File: src/rtl/io_bus_arbiter.sv
// Two-port arbiter/sequencer for the shared IO bus: grants one master, runs one bus cycle, acks.
// Define IO_ARB_ROUND_ROBIN_EN for alternating priority; otherwise port 0 has fixed priority.
module io_bus_arbiter #(
    parameter int                        DATA_BIT_WIDTH = 32,
    parameter logic [DATA_BIT_WIDTH-1:0] RESET_VALUE    = '0
) (
    input  logic                      clk,
    input  logic                      reset,
    input  logic                      req0,
    input  logic                      we0,
    input  logic [DATA_BIT_WIDTH-1:0] addr0,
    input  logic [DATA_BIT_WIDTH-1:0] wdata0,
    output logic                      ack0,
    output logic [DATA_BIT_WIDTH-1:0] rdata0,
    input  logic                      req1,
    input  logic                      we1,
    input  logic [DATA_BIT_WIDTH-1:0] addr1,
    input  logic [DATA_BIT_WIDTH-1:0] wdata1,
    output logic                      ack1,
    output logic [DATA_BIT_WIDTH-1:0] rdata1,
    output logic [DATA_BIT_WIDTH-1:0] bus_addr,
    output logic                      bus_wrtEn,
    output logic [DATA_BIT_WIDTH-1:0] bus_wdata,
    output logic                      bus_wdrive,
    input  logic [DATA_BIT_WIDTH-1:0] bus_rdata,
    output logic                      busy,
    output logic                      owner,
    output logic [1:0]                state_dbg
);

    // Handshake: a master raises reqN with we/addr/wdata stable and holds it until it sees
    // ackN (one-cycle pulse); it drops reqN at the following edge. Request lines are only
    // sampled in IDLE, so anything they do during XFER/DONE has no effect.
    typedef enum logic [1:0] {IDLE = 2'd0, XFER = 2'd1, DONE = 2'd2} state_t;

    state_t                    state;
    logic                      lat_we;
    logic [DATA_BIT_WIDTH-1:0] lat_addr;
    logic [DATA_BIT_WIDTH-1:0] lat_wdata;
    logic                      grant;

`ifdef IO_ARB_ROUND_ROBIN_EN
    logic last_owner;
    // On contention the port that did not win last time gets the bus.
    assign grant = (req0 && req1) ? ~last_owner : req1;
`else
    assign grant = ~req0;
`endif

    always_ff @(posedge clk or negedge reset) begin
        if (!reset) begin
            state     <= IDLE;
            owner     <= 1'b0;
            lat_we    <= 1'b0;
            lat_addr  <= '0;
            lat_wdata <= '0;
            ack0      <= 1'b0;
            ack1      <= 1'b0;
            rdata0    <= RESET_VALUE;
            rdata1    <= RESET_VALUE;
`ifdef IO_ARB_ROUND_ROBIN_EN
            last_owner <= 1'b1;
`endif
        end else begin
            ack0 <= 1'b0;
            ack1 <= 1'b0;
            case (state)
                IDLE: begin
                    if (req0 || req1) begin
                        owner     <= grant;
                        lat_we    <= grant ? we1 : we0;
                        lat_addr  <= grant ? addr1 : addr0;
                        lat_wdata <= grant ? wdata1 : wdata0;
`ifdef IO_ARB_ROUND_ROBIN_EN
                        last_owner <= grant;
`endif
                        state     <= XFER;
                    end
                end
                XFER: begin
                    if (!lat_we) begin
                        if (owner) rdata1 <= bus_rdata;
                        else       rdata0 <= bus_rdata;
                    end
                    if (owner) ack1 <= 1'b1;
                    else       ack0 <= 1'b1;
                    state <= DONE;
                end
                DONE:    state <= IDLE;
                default: state <= IDLE;
            endcase
        end
    end

    // Bus is driven only in XFER; address 0 elsewhere selects no device.
    assign bus_addr   = (state == XFER) ? lat_addr : '0;
    assign bus_wrtEn  = (state == XFER) && lat_we;
    assign bus_wdrive = (state == XFER) && lat_we;
    assign bus_wdata  = ((state == XFER) && lat_we) ? lat_wdata : '0;
    assign busy       = (state != IDLE);
    assign state_dbg  = state;

endmodule

File: config.mk
export PLATFORM = sky130hd
export DESIGN_NAME = io_bus_arbiter
export DESIGN_NICKNAME = d
export VERILOG_FILES = /design/src/rtl/io_bus_arbiter.sv
export SDC_FILE = /design/constraint.sdc
export NUM_CORES = 1
export LEC_CHECK = 0
export BUFFER_PORTS_ARGS = -buffer_cell sky130_fd_sc_hd__buf_2
export CORE_ASPECT_RATIO = 0.9
export CORE_MARGIN = 2
export CORE_UTILIZATION = 42
export CTS_CLUSTER_DIAMETER = 60
export DETAILED_ROUTE_END_ITERATION = 10
export GPL_TIMING_DRIVEN = 0
export PLACE_DENSITY = 0.89
export SLEW_MARGIN = 30
export SYNTH_ARGS = -nofsm -noshare
export SYNTH_HDL_FRONTEND = slang
export SYNTH_SLANG_ARGS = --single-unit
File: constraint.sdc
create_clock -name clk -period 1.6 [get_ports clk]
set_input_delay 0.16 -clock clk [delete_from_list [all_inputs] [get_ports clk]]
set_output_delay 0.16 -clock clk [all_outputs]
set_load 0.05 [all_outputs]
# Word level (Yosys, flattened, before mapping)
# Cells that the tools add are included.
[word_totals] inputBits=166 ff_bits=134 wordCells=32
[op_classes] mux=11 n_bitwise=3 eq_ne=2 reduce_logical=7
[ops] operator="2-to-1 mux 32 bit" n=4
[ops] operator="AND reduction 3 bit" n=2
[ops] operator="2-to-1 mux 1 bit" n=5
[ops] operator="case mux 2 bit (2 select lines)" n=1
[ops] operator="NOT 1 bit" n=3
[ops] operator="== test 2 x 1 -> 1 bit (second input constant)" n=1
[ops] operator="logical NOT 2 bit" n=1
[ops] operator="2-to-1 mux 2 bit" n=1
[ops] operator="inequality test 2 bit (second input constant)" n=1
[ops] operator="AND reduction 2 bit" n=1
[ops] operator="nonzero test 2 bit" n=1
[ops] operator="logical AND 1 bit" n=1
[ops] operator="logical OR 1 bit" n=1

# Logic depth before layout (Yosys ltp)
# Gate-level depths: netlist of run 1.
[depth] ltp_word=3 depth_mapped=5 ltp_nobuf=3

# Least setup slack after synthesis of run 1
# Ideal clock, no wire load.
[synth_timing] kind="register to output" from="reg state[1] (netlist: state_dbg[1])" to="out bus_wrtEn" setup_slack_ps=-455 path_stages_with_launch=6 arrival_ps=1895 cell_sequence="dfrtp_1 > nand2b_4 > inv_1 > clkbuf_1 > and2_1 > buf_4"
[synth_between] elab_chain_cells=2
[synth_rtl] element="start, declared" line_no="36" rtl="state_t state;"
[synth_rtl] element="start signal, assigned" line_no="52" rtl="state <= IDLE;"
[synth_rtl] element="start signal, assigned" line_no="77" rtl="state <= XFER;"
[synth_rtl] element="start signal, assigned" line_no="87" rtl="state <= DONE;"
[synth_rtl] element="== test 2 x 1 -> 1 bit"
[synth_rtl] element="logical AND 1 bit"
[synth_rtl] element="end, declared" line_no="22" rtl="output logic bus_wrtEn,"
# Every way passes these cells.

# Final worst setup path of run 1
[layout_timing] from="reg state[1] (netlist: state_dbg[1])" to="out bus_addr[15]"
[layout_between] elab_chain_cells=2
[layout_rtl] element="== test 2 x 1 -> 1 bit" line_no="96" rtl="assign bus_addr = (state == XFER) ? lat_addr : '0;"
[layout_rtl] element="2-to-1 mux 32 bit" line_no="96"
[layout_rtl] element="end, declared" line_no="21" rtl="output logic [DATA_BIT_WIDTH-1:0] bus_addr,"
# Every way passes these cells.

==> flow_summary_export.csv, run 1 <==
group,metric,value,unit
grt,grt_pass1_wl,30620,um
critical_path,r2r_slack,-0.21,ns
final_layout,mostFrequentLayoutCell,"buf_2",
place,place_congestion,0.7827,
timing,finalCritPeriodShare,115.8,%
timing,report.final.slew_viol_count,0,
routing,drt_pass1_iterations,4,
final_layout,fin_util,72.75,%
outcome,status,"complete, but fails checks",
hold_path,hold_class,"in -> reg",
floorplan,ios,302,
final_layout,final_cell_mix,"241 x buf_2, 161 x mux2_2, 131 x dfrtp_1, 56 x buf_8, 32 x mux2_4",
timing,finalCriticalPeriod,1.852,ns
critical_path,critPathArrivalTime,1.69,ns
outcome,violations,"setup timing",
critical_path,cp-end-kind,"output pin",
hold_path,whs_endpoint,"owner",
clock_tree,htree_levels,4,
timing,tns,-22.32,ns
clock_tree,clkLatencyLatePin,0.42,ns
critical_path,worst_setup_path_start_kind,"flop",
floorplan,coreArea,14610,sq um
power_and_ir_drop,leakagePower,0.005111,uW
floorplan,die_w,132.5,um
yosys,syn_nets,602,
job,cap_violations,0,
grt,grt_max_degree,73,
clock_tree,cts_tree,"done",
place,numPortBuffers,301,
yosys,synthCells,436,
yosys,synth_top_area_cell,"dfrtp_1",
final_layout,final_area,10630,sq um
critical_path,r2r_cells,6,
clock_tree,clkSlewWorstSetupHoldPaths,0.06,ns
critical_path,reg2reg_from,"state_dbg[1]",
critical_path,crit_type,"reg -> out",
final_layout,layout-drive-gt1-share,78.85,%
floorplan,num_rows,42,
timing,finalHoldViolations,0,
floorplan,initial_core_util,42.75,%
timing,hold_ws,0.03686,ns
clock_tree,clkSinkCount,134,
routing,drcViolationCount,0,
timing,skew,0.004515,ns
yosys,ys_types,17,
grt,grt-ovfl-total,0,
place,hpwl,12670,um
clock_tree,cts_root_buffer,"clkbuf_16",
critical_path,crit_required,1.44,ns
hold_path,holdCritStartpoint,"req1",
routing,drt_iter0_markers,252,
yosys,syn_area,6245,sq um
timing,setup_viol,145,
hold_path,hold_depth,3,
timing,slew_headroom,66.72,%
yosys,ys_ff_latch,134,
timing,fmax,539.9,MHz
yosys,yosysTopAreaCellShare,53.70,%
final_layout,nets,986,
routing,wl_per_cell,20.51,um
floorplan,fp.dieH,119.7,um
timing,setup_ws,-0.2522,ns
grt,antenna_found_initial,1,
timing,worstMarginPinSlew,0.4992,ns
critical_path,worst-path-max-fanout,10,
routing,routed_wirelength,21140,um
grt,grt_usage,25.40,%
power_and_ir_drop,vdd_drop_max,1.440,mV
critical_path,r2r_end,"rdata1[20]",
routing,vias,5130,
power_and_ir_drop,cellPowerDensity,2450,nW/um^2
yosys,synth_area_leaders,"dfrtp_1 54%, mux2_2 35%, and2_1 3.4%",
yosys,ys_warn_count,0,
floorplan,die_area,15860,sq um
timing,rsz0062_at_grt,"yes",
clock_tree,cts_buffers,17,
final_layout,fill_cells,934,
clock_tree,cts.path.max_buffers,2,
place,place_area,8170,sq um
grt,grt_pass1_vias,5600,
routing,via_per_inst,4.976,
yosys,ys_seq_area_share,53.70,%
yosys,syn_area_per_cell,14.32,sq um
critical_path,crit_path_start,"state_dbg[1]",
routing,antenna_left,0,
final_layout,area_growth,70.19,%
==> power by group <==
group | leakage (uW) | total, uW | internal [uW] | switching, uW
combinational | 0.00322 | 15500 | 6740 | 8810
sequential | 0.00159 | 6180 | 5150 | 1030
clock | 0.000309 | 4310 | 2800 | 1510
==> per-layer routing <==
metal  part of all wire, %  GRT usage (%)  vias to the layer above
met5                     0              0                        -
met4                   2.5          9.946                        0
met3                   4.6          6.295                       32
met2                    54          46.41                      195
met1                    39          28.49                     2582
li1                      -              -                     2321
==> cell families after synthesis <==
family                 Yosys count  share of synthesized area [%]
buffers and inverters           34                          3.486
muxes                          194                          34.98
and+or+nand+nor                 71                          7.554
AOI/OAI and AO/OA                3                         0.2806
DFF                            134                          53.70
==> layout make-up <==
class	count	area (sq um)	area share, %
well taps	198	247.7	2.331
repair buffers	365	2975	28.00
clock buffers	19	442.9	4.168
diodes	1	2.502	0.02355
inverters	2	15.01	0.1413
plain buffers	32	397.9	3.744
flip-flops and latches	134	3357	31.59
multi-input cells	268	2988	28.11
clock inverters	12	201.4	1.895
==> registers in the layout, indices dropped and copies added (netlist names) <==
| register | count |
|---|---|
| ack1 | 1 |
| lat_addr | 32 |
| ack0 | 1 |
| lat_wdata | 32 |
| lat_we | 1 |
| state_dbg | 2 |
| rdata1 | 32 |
| owner | 1 |
| rdata0 | 32 |
==> synth_stat cells <==
library cell  count
buf_2             9
mux2_2          192
nor2_1            1
a21oi_1           2
o21a_1            1
nor2_2            1
dfrtp_1         134
buf_6             8
nor3b_4           1
nand2b_4          1
and3_1           32
inv_1             2
and2_1           34
buf_4             5
mux2_1            2
nor3_4            1
clkbuf_1         10
==> worst max path at each step <==
stage                     depth (start not counted)       endpoint
after global routing                              6   bus_addr[15]
after detailed placement                          6    bus_addr[3]
after CTS                                         6  bus_wdata[27]
after floorplan                                   4     rdata1[10]
after global placement                            1   state_dbg[1]
final                                             6   bus_addr[15]
==> metrics by stage <==
stage                     instances  worst slack [ns]  total power (uW)
after global placement          935            -1.642             17560
after floorplan                 436          -0.04127             15080
final                          1031           -0.2522             26040
after global routing           1031           -0.3106             26940
after CTS                      1012           -0.2760             24260
after detailed placement        936           -0.2918             17920
==> worst max-delay path: stages, from the launching register on <==
cell,delay [ns]
dfrtp_2,0.41
nand2b_4,0.17
inv_8,0.07
clkbuf_16,0.15
clkbuf_8,0.17
and2_4,0.16
buf_8,0.14
==> repair_timing <==
| action | in CTS | in global routing |
|---|---|---|
| setup buffers | 9 | 10 |
| hold buffers | 30 | 0 |
| resized for setup | 204 | 95 |
| hold endpoints to repair | 118 | 0 |
| setup endpoints to repair | 165 | 189 |
| gates cloned | 6 | 8 |
| pin swaps | 2 | 1 |
(Power assumes the default switching activity.)
==> inputs of run 2 (changes only) <==
- ABC_AREA: not set -> 1
- CORE_UTILIZATION: 42 -> 44
- CTS_BUF_LIST: not set -> sky130_fd_sc_hd__clkbuf_8
- GPL_TIMING_DRIVEN: 0 -> not set
- PLACE_DENSITY: 0.89 -> 0.91
==> flow_summary_export.csv, run 2 <==
group,metric,value,unit
outcome,status,"complete, but fails checks",
outcome,violations,"setup timing",
place,place_area,8439,sq um
timing,setup_viol,66,
yosys,synth_top_area_cell,"dfrtp_1",
yosys,synth-edff-count,0,
power_and_ir_drop,cellPowerDensity,2054,nW/um^2
yosys,syn_area,6484,sq um
final_layout,area_growth,61.91,%
yosys,async_flop_share,100.0,%
routing,drcViolationCount,0,
yosys,synthCells,922,
place,place_ws,0.1960,ns
critical_path,worst-path-max-fanout,17,
critical_path,slowest_stage,"dfrtp_2",
grt,grt_max_degree,65,
timing,finalCriticalPeriod,1.769,ns
routing,wl_per_cell,18.00,um
routing,via_per_inst,5.417,
yosys,ys_ff_latch,134,
clock_tree,htree_levels,4,
yosys,yosysMostFrequentCell,"nand2_1",
yosys,syn_nets,1088,
clock_tree,clkSlewWorstSetupHoldPaths,0.08,ns
routing,routed_wirelength,27540,um
clock_tree,cts_tree,"done",
floorplan,die_area,15720,sq um
floorplan,ios,302,
yosys,ys_types,11,
place,place_congestion,0.8214,
final_layout,fill_cells,913,
critical_path,path_delay_family,"buffers and inverters",
grt,grt_usage,34.16,%
place,numPortBuffers,301,
final_layout,layout-drive-gt1-share,32.53,%
yosys,synth_area_leaders,"dfrtp_1 52%, nand2_1 30%, nand3_1 5.0%",
yosys,yosysTopAreaCellShare,51.72,%
routing,vias,8288,
critical_path,path_cells,"nor2_4 -> inv_2 -> buf_12 -> nor2_2 -> buf_6",
timing,fmax,565.1,MHz
floorplan,initial_core_util,44.54,%
clock_tree,clkSinkCount,134,
timing,skew,0.01317,ns
floorplan,coreArea,14560,sq um
timing,worstMarginPinSlew,0.4753,ns
final_layout,final_cell_mix,"524 x nand2_1, 233 x buf_2, 132 x dfrtp_1, 107 x dlygate4sd3_1, 66 x inv_1",
timing,rsz0062_at_grt,"yes",
hold_path,hold_class,"in -> reg",
floorplan,fp.dieH,119.2,um
critical_path,worst_setup_path_start_kind,"flop",
clock_tree,clkLatencyLatePin,0.44,ns
critical_path,critPathArrivalTime,1.61,ns
grt,grt_pass1_wl,41920,um
yosys,syn_area_per_cell,7.032,sq um
power_and_ir_drop,vdd_drop_max,1.146,mV
power_and_ir_drop,leakagePower,0.005939,uW
floorplan,num_rows,42,
final_layout,nets,1486,
yosys,ys_seq_area_share,51.72,%
critical_path,slowest_delay,0.43,ns
yosys,synth_ff_type,"dfrtp_1",
place,hpwl,13440,um
timing,setup_ws,-0.1695,ns
critical_path,crit_type,"reg -> out",
routing,antenna_left,0,
grt,antenna_found_initial,0,
timing,finalCritPeriodShare,110.6,%
clock_tree,cts_buffers,17,
timing,report.final.slew_viol_count,0,
final_layout,instances_no_fill,1530,
grt,grt-ovfl-total,0,
timing,slew_headroom,68.31,%
place,placed_cells,1388,
job,cap_violations,0,
final_layout,mostFrequentLayoutCell,"nand2_1",
critical_path,crit_required,1.44,ns
timing,finalHoldViolations,0,
critical_path,critPathBufInv,3,
yosys,ys_warn_count,0,
routing,drt_pass1_iterations,9,
routing,drt_iter0_markers,808,
clock_tree,cts_root_buffer,"clkbuf_8",
final_layout,fin_util,72.12,%
final_layout,final_area,10500,sq um
clock_tree,cts.path.max_buffers,2,
yosys,synth_commonest_cells,"526 x nand2_1, 134 x dfrtp_1, 69 x nor2_1",
critical_path,cp-end-kind,"output pin",
grt,grt_pass1_vias,8198,
floorplan,die_w,132.0,um
run 2: cell types whose count changed in the layout (fill, tap and decap cells not counted), sizes merged, moves of 2 or more:
cell / delta
and3: -32
nand3: +65
a21oi: -2
nor2: +70
buf: -29
and2: -34
mux2: -194
inv: +68
bufinv: -3
clkbuf: -7
bufbuf: -3
nand2: +526
dlygate4sd3: +77
run 2: worst paths after layout:
kind / depth (start not counted) / from / to / slack [ns]
max in group asynchronous: 3 / reset / lat_wdata[30] / 0.75
worst max-delay path: 5 / state_dbg[1] / bus_addr[13] / -0.17
worst min register to register: 2 / rdata1[14] / rdata1[14] / 0.48
worst max register to register: 6 / state_dbg[1] / lat_addr[24] / 0.14
worst min-delay path: 5 / addr1[7] / lat_addr[7] / 0.03
min in group asynchronous: 2 / reset / rdata1[10] / 0.25
run 2: worst register-to-register path: stages, from the launching register on:
cell and delay, ns:
dfrtp_2 0.43, buf_4 0.15, nor2_1 0.18, nand2_2 0.08, buf_4 0.25, nand2_1 0.17, nand2_1 0.09
run 2: area by class of cell:
cell class,instances,area (sq um),share of cell area (%)
repair buffers,433,3374,32.15
flip-flops and latches,134,3356,31.97
multi-input cells,663,2855,27.20
clock buffers,21,289.0,2.753
inverters,71,270.3,2.574
well taps,198,247.7,2.360
clock inverters,9,102.6,0.9773
diodes,1,2.502,0.02384
run 2: power breakdown:
part	internal [uW]	switching, uW
combinational	3420	9190
sequential	5030	1100
clock	1520	1310
run 2: kinds of logic after synthesis:
family	after synthesis	share of synthesized area [%]
flip-flops	134	51.72
AND/OR/NAND/NOR	663	39.83
buffers and inverters	125	8.452
run 2: stage by stage:
stage          setup TNS, ns  hold slack (ns)  power [uW]
6_report              -9.119          0.03275       21560
5_1_grt               -14.76          0.01642       22500
4_1_cts               -10.28      0.000003691       20550
3_5_place_dp               0           0.1225       16830
3_3_place_gp               0           0.1182       16580
2_1_floorplan         -7.276          -0.1356       13980
run 2: layer usage:
metal	part of all wire, %	global-route usage, %
met4	6.6	20.72
met2	48	57.13
met5	0	0
met1	34	37.87
met3	12	11.32
run 2: repair_timing:
action	4_1_cts	5_1_grt
buffers inserted	1	0
setup endpoints to repair	66	67
cloned	1	2
endpoints found under the hold margin	146	1
gates resized for setup	138	22
pin swaps	1	1
hold buffers	105	2
==> inputs of run 3 (changes only) <==
- PLACE_DENSITY: 0.91 -> 0.79
- SKIP_LAST_GASP: not set -> 1
==> flow_summary_export.csv, run 3 (synthesis gave the netlist of run 2 again) <==
group,metric,value,unit
outcome,status,"complete, but fails checks",
outcome,violations,"setup timing",
final_layout,fill_cells,955,
timing,finalCriticalPeriod,1.793,ns
final_layout,multi_input_area,2855,sq um
final_layout,regArea,3356,sq um
clock_tree,cts_root_buffer,"clkbuf_8",
routing,drt_pass1_iterations,5,
floorplan,die_w,132.0,um
timing,slew_headroom,71.08,%
final_layout,mostFrequentLayoutCell,"nand2_1",
clock_tree,clkLatencyLatePin,0.44,ns
critical_path,worst-path-max-fanout,11,
floorplan,initial_core_util,44.54,%
critical_path,r2r_slack,0.19,ns
power_and_ir_drop,cellPowerDensity,2018,nW/um^2
final_layout,area_growth,63.99,%
job,cap_violations,0,
timing,report.final.slew_viol_count,0,
grt,grt_pass1_vias,7939,
hold_path,hold_class,"in -> reg",
grt,grt_usage,30.85,%
final_layout,layout-drive-gt1-share,32.64,%
routing,via_per_inst,5.072,
place,place_congestion,0.8236,
timing,worstMarginPinSlew,0.4338,ns
clock_tree,cts_tree,"done",
routing,routed_wirelength,24840,um
timing,skew,0.01272,ns
clock_tree,cts.path.max_buffers,2,
final_layout,final_area,10630,sq um
timing,fmax,557.9,MHz
place,place_ws,0.2106,ns
critical_path,r2r_end,"lat_wdata[7]",
critical_path,r2r_cells,6,
routing,drcViolationCount,0,
routing,drt_iter0_markers,441,
floorplan,fp.dieH,119.2,um
hold_path,holdCritStartpoint,"addr0[1]",
critical_path,critPathArrivalTime,1.63,ns
floorplan,coreArea,14560,sq um
place,numPortBuffers,301,
floorplan,num_rows,42,
clock_tree,clkSinkCount,134,
place,hpwl,13400,um
grt,antenna_found_initial,2,
critical_path,cp-end-kind,"output pin",
place,place_area,8447,sq um
power_and_ir_drop,leakagePower,0.005994,uW
timing,finalHoldViolations,0,
timing,setup_viol,66,
timing,finalCritPeriodShare,112.0,%
critical_path,crit_type,"reg -> out",
routing,vias,7821,
hold_path,hold_depth,5,
clock_tree,htree_levels,4,
final_layout,fin_util,73.04,%
power_and_ir_drop,vdd_drop_max,1.160,mV
floorplan,die_area,15720,sq um
routing,antenna_left,0,
clock_tree,cts_buffers,17,
grt,grt_max_degree,65,
timing,setup_ws,-0.1926,ns
grt,grt-ovfl-total,0,
grt,grt_pass1_wl,38590,um
final_layout,final_cell_mix,"524 x nand2_1, 234 x buf_2, 132 x dfrtp_1, 114 x dlygate4sd3_1",
timing,rsz0062_at_grt,"yes",
critical_path,reg2reg_from,"state_dbg[0]",
critical_path,crit_required,1.44,ns
routing,wl_per_cell,16.11,um
floorplan,ios,302,
final_layout,nets,1495,
critical_path,worst_setup_path_start_kind,"flop",
hold_path,whs_endpoint,"lat_addr[1]",
clock_tree,clkSlewWorstSetupHoldPaths,0.07,ns
==> run 3: worst max-delay path, stage by stage (launching register included) <==
cell and delay, ns:
dfrtp_2 0.43, inv_2 0.08, nor2_4 0.05, nand2_4 0.12
buf_12 0.18, clkinvlp_4 0.12, buf_4 0.20
==> run 3: power breakdown <==
part	switching (uW)	leakage (uW)	internal (uW)
Clock	1340	0.000210	1710
Sequential	1010	0.00166	5030
Combinational	8900	0.00413	3480
==> run 3: worst max-delay path by stage <==
stage | start | to | slack, ns
final | state_dbg[0] | bus_wdrive | -0.19
after global placement | state_dbg[1] | bus_wdata[1] | 0.23
after detailed placement | state_dbg[1] | bus_wdata[31] | 0.21
after global routing | state_dbg[0] | bus_wdata[31] | -0.26
after CTS | state_dbg[0] | bus_wdata[31] | -0.21
after floorplan | state_dbg[0] | bus_addr[10] | -0.11
==> run 3: repair_timing <==
item                       CTS  global route
hold buffers               114             0
cloned                       1             2
pin swaps                    1             0
hold endpoints to repair   246             0
setup endpoints to repair   66            66
resized for setup          139            21
setup buffers                1             1
==> run 3: per-stage QoR <==
stage,setup TNS [ns],hold slack (ns),std cells,total power (uW)
floorplan,-7.276,-0.1356,922,13980
global placement,0,0.05568,1389,16700
detailed placement,0,0.05810,1389,16860
CTS,-10.80,0.0003883,1537,20840
global route,-14.70,0.02679,1541,22570
finish,-9.822,0.02592,1542,21460
==> run 3: area by class of cell <==
class                   count  area share [%]
clock inverters            11           1.389
well taps                 198           2.330
clock buffers              21           2.718
multi-input cells         663           26.85
inverters                  71           2.542
flip-flops and latches    134           31.56
diodes                      2         0.04707
repair buffers            442           32.56
==> run 3: per-layer routing <==
layer  routed length, um  global-route usage (%)  vias to the layer above
met2               12170                   52.54                      498
met5                  13                       0                        -
li1                    -                       -                     3550
met3                2318                   7.876                      110
met4                1126                   16.92                        2
met1                9210                   35.68                     3661
